[config.mk]
export PLATFORM = sky130hd
export DESIGN_NAME = uart_rx_fifo
export DESIGN_NICKNAME = d
export VERILOG_FILES = /design/src/rtl/uart_pkg.sv /design/src/rtl/uart_rise_detect.sv /design/src/rtl/uart_rx_fifo.sv
export SDC_FILE = /design/constraint.sdc
export NUM_CORES = 1
export LEC_CHECK = 0
export ABC_AREA = 0
export CAP_MARGIN = 20
export CORE_ASPECT_RATIO = 0.8
export CORE_MARGIN = 4
export CORE_UTILIZATION = 59
export CTS_CLUSTER_DIAMETER = 50
export DETAILED_ROUTE_END_ITERATION = 12
export PLACE_DENSITY = 0.82
export SETUP_SLACK_MARGIN = 0.3
export SYNTH_ARGS = -nofsm -noshare
export SYNTH_HDL_FRONTEND = slang
export SYNTH_HIERARCHICAL = 1
export SYNTH_SLANG_ARGS = --single-unit
[constraint.sdc]
create_clock -name clk -period 3 [get_ports clk]
set_input_delay 0.6 -clock clk [delete_from_list [all_inputs] [get_ports clk]]
set_output_delay 0.6 -clock clk [all_outputs]
set_load 0.02 [all_outputs]
[src/rtl/uart_pkg.sv]
// Shared UART definitions used by uart_rx, uart_tx and uart_rx_fifo.
//   uart_byte_t  : one UART data byte
//   CLK_FREQ_HZ  : system clock frequency
//   BAUD         : line rate
//   CLK_PER_BIT  : system clocks per UART bit
package uart_pkg;

    typedef logic [7:0] uart_byte_t;

    localparam int unsigned CLK_FREQ_HZ = 100_000_000;
    localparam int unsigned BAUD        = 115_200;
    localparam int unsigned CLK_PER_BIT = CLK_FREQ_HZ / BAUD;

endpackage

[src/rtl/uart_rise_detect.sv]
// Rising-edge detector that turns the uart_rx bb_ready level into a one-cycle strobe.
// Ports:
//   clk      in   system clock
//   rst      in   synchronous active-high reset
//   i_level  in   level input (bb_ready)
//   o_rise   out  high for one cycle when i_level goes 0 -> 1
// The delayed copy resets to 1, so a level that is already high when reset
// releases is treated as old and never produces a strobe.
module uart_rise_detect (
    input  logic clk,
    input  logic rst,
    input  logic i_level,
    output logic o_rise
);

    logic r_level_d;

    // Level delayed by one clock; reset to 1 to suppress a strobe at reset release.
    always_ff @(posedge clk) begin
        if (rst) begin
            r_level_d <= 1'b1;
        end else begin
            r_level_d <= i_level;
        end
    end

    assign o_rise = i_level & ~r_level_d;

endmodule

[src/rtl/uart_rx_fifo.sv]
// Byte FIFO placed after uart_rx. Each rising edge of rx_byte_ready writes one byte;
// bytes are presented first-word-fall-through on a valid/ready stream. A byte that
// arrives while the FIFO is full (and no read happens that cycle) is dropped and
// flagged on the sticky overflow output.
// Parameters: DEPTH (power of two, >= 2), WIDTH (data bits).
// Ports:
//   clk, rst        system clock, synchronous active-high reset
//   rx_byte         received byte, sampled on the write strobe
//   rx_byte_ready   uart_rx ready level
//   out_data        head-of-FIFO byte (combinational from storage)
//   out_valid       FIFO not empty
//   out_ready       consumer accepts out_data this cycle
//   count           bytes stored, 0..DEPTH
//   full            count == DEPTH
//   overflow        sticky drop flag
//   clear_overflow  clears overflow (a simultaneous drop wins)
//   drop_count      saturating dropped-byte counter, only with UART_RX_FIFO_DROP_CNT_EN
module uart_rx_fifo
    import uart_pkg::*;
#(
    parameter int unsigned DEPTH = 16,
    parameter int unsigned WIDTH = 8
) (
    input  logic                       clk,
    input  logic                       rst,
    input  logic [WIDTH-1:0]           rx_byte,
    input  logic                       rx_byte_ready,
    output logic [WIDTH-1:0]           out_data,
    output logic                       out_valid,
    input  logic                       out_ready,
    output logic [$clog2(DEPTH):0]     count,
    output logic                       full,
    output logic                       overflow,
    input  logic                       clear_overflow
`ifdef UART_RX_FIFO_DROP_CNT_EN
    ,
    output logic [15:0]                drop_count
`endif
);

    localparam int unsigned AW = $clog2(DEPTH);
    localparam int unsigned PW = AW + 1;

    logic [WIDTH-1:0] r_mem [DEPTH];
    logic [PW-1:0]    r_wr_ptr;
    logic [PW-1:0]    r_rd_ptr;
    logic             r_overflow;

    logic w_wr_stb;
    logic w_empty;
    logic w_full;
    logic w_rd_fire;
    logic w_drop;
    logic w_wr_en;

    uart_rise_detect u_rise (
        .clk     (clk),
        .rst     (rst),
        .i_level (rx_byte_ready),
        .o_rise  (w_wr_stb)
    );

    // Extra pointer MSB distinguishes full from empty when the low bits match.
    assign w_empty   = (r_wr_ptr == r_rd_ptr);
    assign w_full    = (r_wr_ptr[AW] != r_rd_ptr[AW]) &&
                       (r_wr_ptr[AW-1:0] == r_rd_ptr[AW-1:0]);
    assign w_rd_fire = ~w_empty & out_ready;
    // A read in the same cycle frees the slot, so a full FIFO only drops without one.
    assign w_drop    = w_wr_stb & w_full & ~w_rd_fire;
    assign w_wr_en   = w_wr_stb & ~w_drop;

    // Storage has no reset so it can map onto distributed RAM.
    always_ff @(posedge clk) begin
        if (w_wr_en) begin
            r_mem[r_wr_ptr[AW-1:0]] <= rx_byte;
        end
    end

    // Read/write pointers, wrapping modulo 2*DEPTH.
    always_ff @(posedge clk) begin
        if (rst) begin
            r_wr_ptr <= '0;
            r_rd_ptr <= '0;
        end else begin
            if (w_wr_en) begin
                r_wr_ptr <= r_wr_ptr + PW'(1);
            end
            if (w_rd_fire) begin
                r_rd_ptr <= r_rd_ptr + PW'(1);
            end
        end
    end

    // Sticky overflow; a new drop takes priority over clear.
    always_ff @(posedge clk) begin
        if (rst) begin
            r_overflow <= 1'b0;
        end else if (w_drop) begin
            r_overflow <= 1'b1;
        end else if (clear_overflow) begin
            r_overflow <= 1'b0;
        end
    end

`ifdef UART_RX_FIFO_DROP_CNT_EN
    logic [15:0] r_drop_count;

    // Saturating count of dropped bytes; only reset clears it.
    always_ff @(posedge clk) begin
        if (rst) begin
            r_drop_count <= '0;
        end else if (w_drop && (r_drop_count != 16'hFFFF)) begin
            r_drop_count <= r_drop_count + 16'd1;
        end
    end

    assign drop_count = r_drop_count;
`endif

    assign out_data  = r_mem[r_rd_ptr[AW-1:0]];
    assign out_valid = ~w_empty;
    assign count     = r_wr_ptr - r_rd_ptr;
    assign full      = w_full;
    assign overflow  = r_overflow;

endmodule

* Word level (Yosys, flattened, before mapping) *
Memories as Yosys holds them, arrays and structs flattened. A register that Yosys moved wholly into a read port is not among the register bits.
Cells that the tools add are included.
W data, S select, Z words.

storage, ports and cells
  flip-flop bits (word level) = 12
  bits in writable memories = 128
  bits of input ports = 13
  output and inout bits = 16
  logic and storage cells = 28
  memories = 1

memory list
  memory  words  width  rd ports  clocked after memory_dff  write ports  line                source
  r_mem   16     8      1         1                         1            uart_rx_fifo.sv:44  logic [WIDTH-1:0] r_mem [DEPTH];

cells by class
  add/sub/neg operators = 3
  eq/ne operators = 3
  multiplexer cells = 6
  bitwise operators = 9
  reduce and logical (&&, ||, !) cells = 2

operators with widths
  kind                   count
  $add A5 B1 Y5 const B  2
  $mux W4                2
  $and A1 B1 Y1          5
  $eq A5 B5 Y1           1
  $sub A5 B5 Y5          1
  $eq A4 B4 Y1           1
  $mux W1                4
  $not A1 Y1             4
  $reduce_bool A2 Y1     1
  $logic_and A1 B1 Y1    1
  $ne A1 B1 Y1           1

* Depth between registers and ports, before layout *
  depth in word-level cells = 9
  mapped depth = 7
  mapped depth without buffers = 7

* Cells and area by module *
Netlist, hierarchy kept.

modules (own cells, without submodules)
  module            instances  cells an instance  area each (um^2)  seq. area each (um^2)
  uart_rx_fifo      1          304                5,698.0           4,144.0
  uart_rise_detect  1          3                  32.5              20.0

* Worst setup path after synthesis *
No wires, ideal clock.

  path type = register -> register
  start point = register r_wr_ptr[0]
  end point = memory r_mem[0][0] (enable)
  setup time = 383 ps
  arrival time = 2,003 ps
  data required time = 2,617 ps
  path slack = 614 ps
  stages on the path, launching flop included = 7
  buffers on the path = 0
  clock period less this slack = 2,386 ps
  path through = dfxtp_1 > inv_1 > ha_1 > nand4_1 > o31a_1 > nand2_1 > nor3_1

on the way
  longest elaborated chain between the ends = 9
  elaborated cells between the ends (all ways) = 12
  classes of those cells = eq/ne (2); mux (2); bitwise (7); reduce/logical (1)

ends and longest elaborated chain
  element                        line                source
  start: declaration             uart_rx_fifo.sv:45  logic [PW-1:0] r_wr_ptr;
  start signal: assignment       uart_rx_fifo.sv:86  r_wr_ptr <= r_wr_ptr + PW'(1);
  $eq A5 B5 Y1                   uart_rx_fifo.sv:64  assign w_empty = (r_wr_ptr == r_rd_ptr);
  $not A1 Y1                     uart_rx_fifo.sv:67  assign w_rd_fire = ~w_empty & out_ready;
  $and A1 B1 Y1                  uart_rx_fifo.sv:67
  $not A1 Y1                     uart_rx_fifo.sv:69  assign w_drop = w_wr_stb & w_full & ~w_rd_fire;
  $and A1 B1 Y1                  uart_rx_fifo.sv:69
  $not A1 Y1                     uart_rx_fifo.sv:70  assign w_wr_en = w_wr_stb & ~w_drop;
  $and A1 B1 Y1                  uart_rx_fifo.sv:70
  $mux W1                        uart_rx_fifo.sv:74  if (w_wr_en) begin
  $mux W1 (implied by the code)  uart_rx_fifo.sv:75  r_mem[r_wr_ptr[AW-1:0]] <= rx_byte;
  end: declaration               uart_rx_fifo.sv:44

Parallel ways exist; a longest one is shown, timed or not.

==> results.py <==
metrics = {
    "sta": {
        "fin_ws_ns": 0.2987,
        "relSlewSlack_pct": 48.79,
        "rsz0062_at_grt": "true",
        "slew_violations": 0,
        "fin_skew_ns": 0.005944,
        "setup_viol": 0,
        "min_period_ns": 2.701,
        "hold_violations": 0,
        "whs_ns": 0.5648,
        "finalSetupTns_ns": 0,
        "fmax_ghz": 0.3702,
        "final_min_period_over_clock_period_pct": 90.04,
        "tightest_slew_ns": 0.7653,
    },
    "routing": {
        "drtAntennaViolNets": 0,
        "drt-wirelength-per-cell_microns": 23.69,
        "num_vias": 3061,
        "vias_per_cell": 6.110,
        "drc_errors": 0,
        "drt_wl_total_microns": 11870,
        "firstDrtPassIters": 5,
        "initialDrtViolationCount": 277,
    },
    "pwr": {
        "finalPower_w": 0.004857,
        "leakage_nw": 2.381,
        "power_density_mw_per_mm2": 682.5,
        "vdd_drop_max_mv": 0.4636,
    },
    "cts": {
        "clk_path_buf_depth": 2,
        "numCtsBuffers": 17,
        "cts_tree": "yes",
        "cts.sinks": 144,
        "cts-root-buf": "clkbuf_16",
        "clk_pin_slew_worst_paths_ns": 0.06,
        "holdBufCountCts": 0,
        "cts.htree.levels": 4,
        "clock_latency_ns": 0.40,
    },
    "yosys": {
        "syn_area_sq_mm": 0.005730,
        "netlist_top_cells_count": "edfxtp_1 (128), mux4_2 (32), nor2_1 (24)",
        "synthArstFlopShare_pct": 0,
        "yosysMostFrequentCell": "edfxtp_1",
        "synthTopCellsByArea": "edfxtp_1 (67%), mux4_2 (13%), dfxtp_1 (5.6%)",
        "synthCells": 307,
        "syn-num-nets": 330,
        "synth.avg_cell_area_sq_um": 18.67,
        "synth.largest_area_cell": "edfxtp_1",
        "synth-edff-count": 128,
        "ys_seq_elements": 144,
        "ys.flop_type": "edfxtp_1",
        "synth_top_area_share_pct": 67.07,
        "ys_types": 37,
        "ys_seq_area_share_pct": 72.66,
        "yosysWarnings": 6,
    },
    "critical_path": {
        "endpoint_kind": "primary output",
        "required_ns": 2.40,
        "crit_arrival_ns": 2.10,
        "path_max_fanout": 8,
        "r2r-end": "r_mem[1][0]",
        "r2r_start": "r_rd_ptr[2]",
        "start_kind": "flop",
        "r2r_slack_ns": 0.64,
        "rr_worst_depth": 8,
        "criticalPathCategory": "reg -> out",
    },
    "die": {
        "chipWidth_microns": 118.2,
        "io_pins": 29,
        "core_sq_mm": 0.009270,
        "initial_core_util_pct": 61.82,
        "rows": 31,
        "die-area_sq_mm": 0.01136,
        "die_h_microns": 96.15,
    },
    "placed_design": {
        "port_buffers": 28,
        "gp_congestion": 0.7630,
        "dpl.hpwl_microns": 6847,
        "dp_slack_ns": 0.1950,
    },
    "layout": {
        "register_area_sq_mm": 0.004172,
        "utilization_pct": 76.76,
        "drive_gt1_share_pct": 32.90,
        "area_delta_synth_final_pct": 24.17,
        "num-fill-cells": 497,
        "antenna_cells": 0,
        "multi_input_area_sq_mm": 0.001550,
        "nNetsFinal": 396,
    },
    "global_route": {
        "antenna_found_initial": 0,
        "grt_pass1_wl_microns": 18650,
        "gr-max-usage-layer": "met2",
        "grt_use_met3_pct": 5.934,
        "overflow": 0,
        "use_met2_pct": 35.57,
        "grt_pass1_vias": 3173,
        "met1_usage_pct": 32.98,
        "grt_max_degree": 33,
        "grt_use_total_pct": 22.92,
    },
    "run_status": {
        "status": "complete, no violations",
    },
    "flow_run": {
        "max_cap_viol_count": 0,
    },
    "worst_hold_path": {
        "hold_path_class": "reg -> reg",
        "worstHoldEndpoint": "r_wr_ptr[0]",
        "worstHoldPathCells": 2,
        "hp-start": "r_wr_ptr[0]",
    },
}
[where the power goes]
part	switching (W)	internal [W]	total (W)
Combinational	0.000207	0.000216	0.000422
Clock	0.000819	0.00141	0.00223
Sequential	0.0000121	0.00219	0.00221
Total	0.00104	0.00382	0.00486
[area by class of cell]
class,instances,area share [%]
Inverter,7,0.3693
Sequential cell,144,58.62
Multi-Input combinational cell,143,21.79
Tap cell,115,2.022
Clock buffer,18,6.031
Clock inverter,14,2.884
Timing Repair Buffer,60,8.282
[layout by cell type (no fill, tap or decap), types with 3 or more instances in the layout]
cell type / count
a21oi_1: 4
a22oi_1: 5
a22oi_2: 11
buf_16: 3
buf_2: 4
buf_4: 25
buf_6: 7
bufinv_16: 4
clkbuf_16: 17
clkdlybuf4s50_1: 14
clkinvlp_4: 3
dfxtp_1: 12
dfxtp_2: 3
dlygate4sd2_1: 4
edfxtp_1: 128
ha_1: 9
inv_1: 6
inv_6: 3
mux4_2: 32
nand2_1: 12
nor2_1: 24
nor2b_1: 3
nor3_1: 5
xnor2_1: 5
xor2_1: 5
[cells by family (layout without fill, tap and decap cells)]
kind of cell | Yosys count | count (layout) | share of synthesized area (%)
adders and majority gates | 10 | 10 | 2.314
muxes | 34 | 34 | 12.93
and+or+nand+nor | 58 | 58 | 4.673
buffers and inverters | 20 | 99 | 1.398
DFF | 144 | 144 | 72.66
xor gates and xnor gates | 11 | 11 | 2.009
AOI/OAI and AO/OA | 30 | 30 | 4.017
[what timing repair did]
action                     in CTS  in global routing
buffers inserted                3                  2
setup endpoints to repair      14                  9
resized for setup              53                 26
hold endpoints to repair        0                  0
pin swaps                       1                  6
cloned                          3                  0
[through the flow]
stage	instance area (sq um)	std cells
floorplan	5731	307
global route	7116	501
detailed placement	6307	461
finish	7116	501
global placement	6307	461
CTS	7047	499
[critical path, stage by stage (launching register included)]
cell and delay [ns]:
dfxtp_4 0.40, buf_6 0.15, buf_16 0.14, buf_4 0.11
mux4_2 0.53, a22oi_2 0.13, nand2_1 0.09, buf_6 0.14
[layer usage]
metal / wire, microns / vias up
li1: - / 1364
met1: 5253 / 1569
met2: 5687 / 122
met3: 834 / 6
met4: 93 / 0
met5: 0 / -
[how the worst max path moves through the flow]
stage,from,endpoint,slack [ns],depth (start not counted)
2_1_floorplan,r_wr_ptr[0],r_mem[0][0],0.61,6
3_3_place_gp,r_wr_ptr[0],count[4],0.25,8
3_5_place_dp,r_wr_ptr[0],count[4],0.20,8
4_1_cts,r_wr_ptr[0],count[4],0.09,8
5_1_grt,flop,out_data[6],0.21,7
6_report,flop,out_data[0],0.30,7
[sequential cells by signal (all words and copies together) (netlist names), named ones only]
name              flops
r_wr_ptr              5
u_rise/r_level_d      1
overflow              1
r_rd_ptr              5
r_mem               128
No activity file was read; power rests on OpenSTA's default activity.
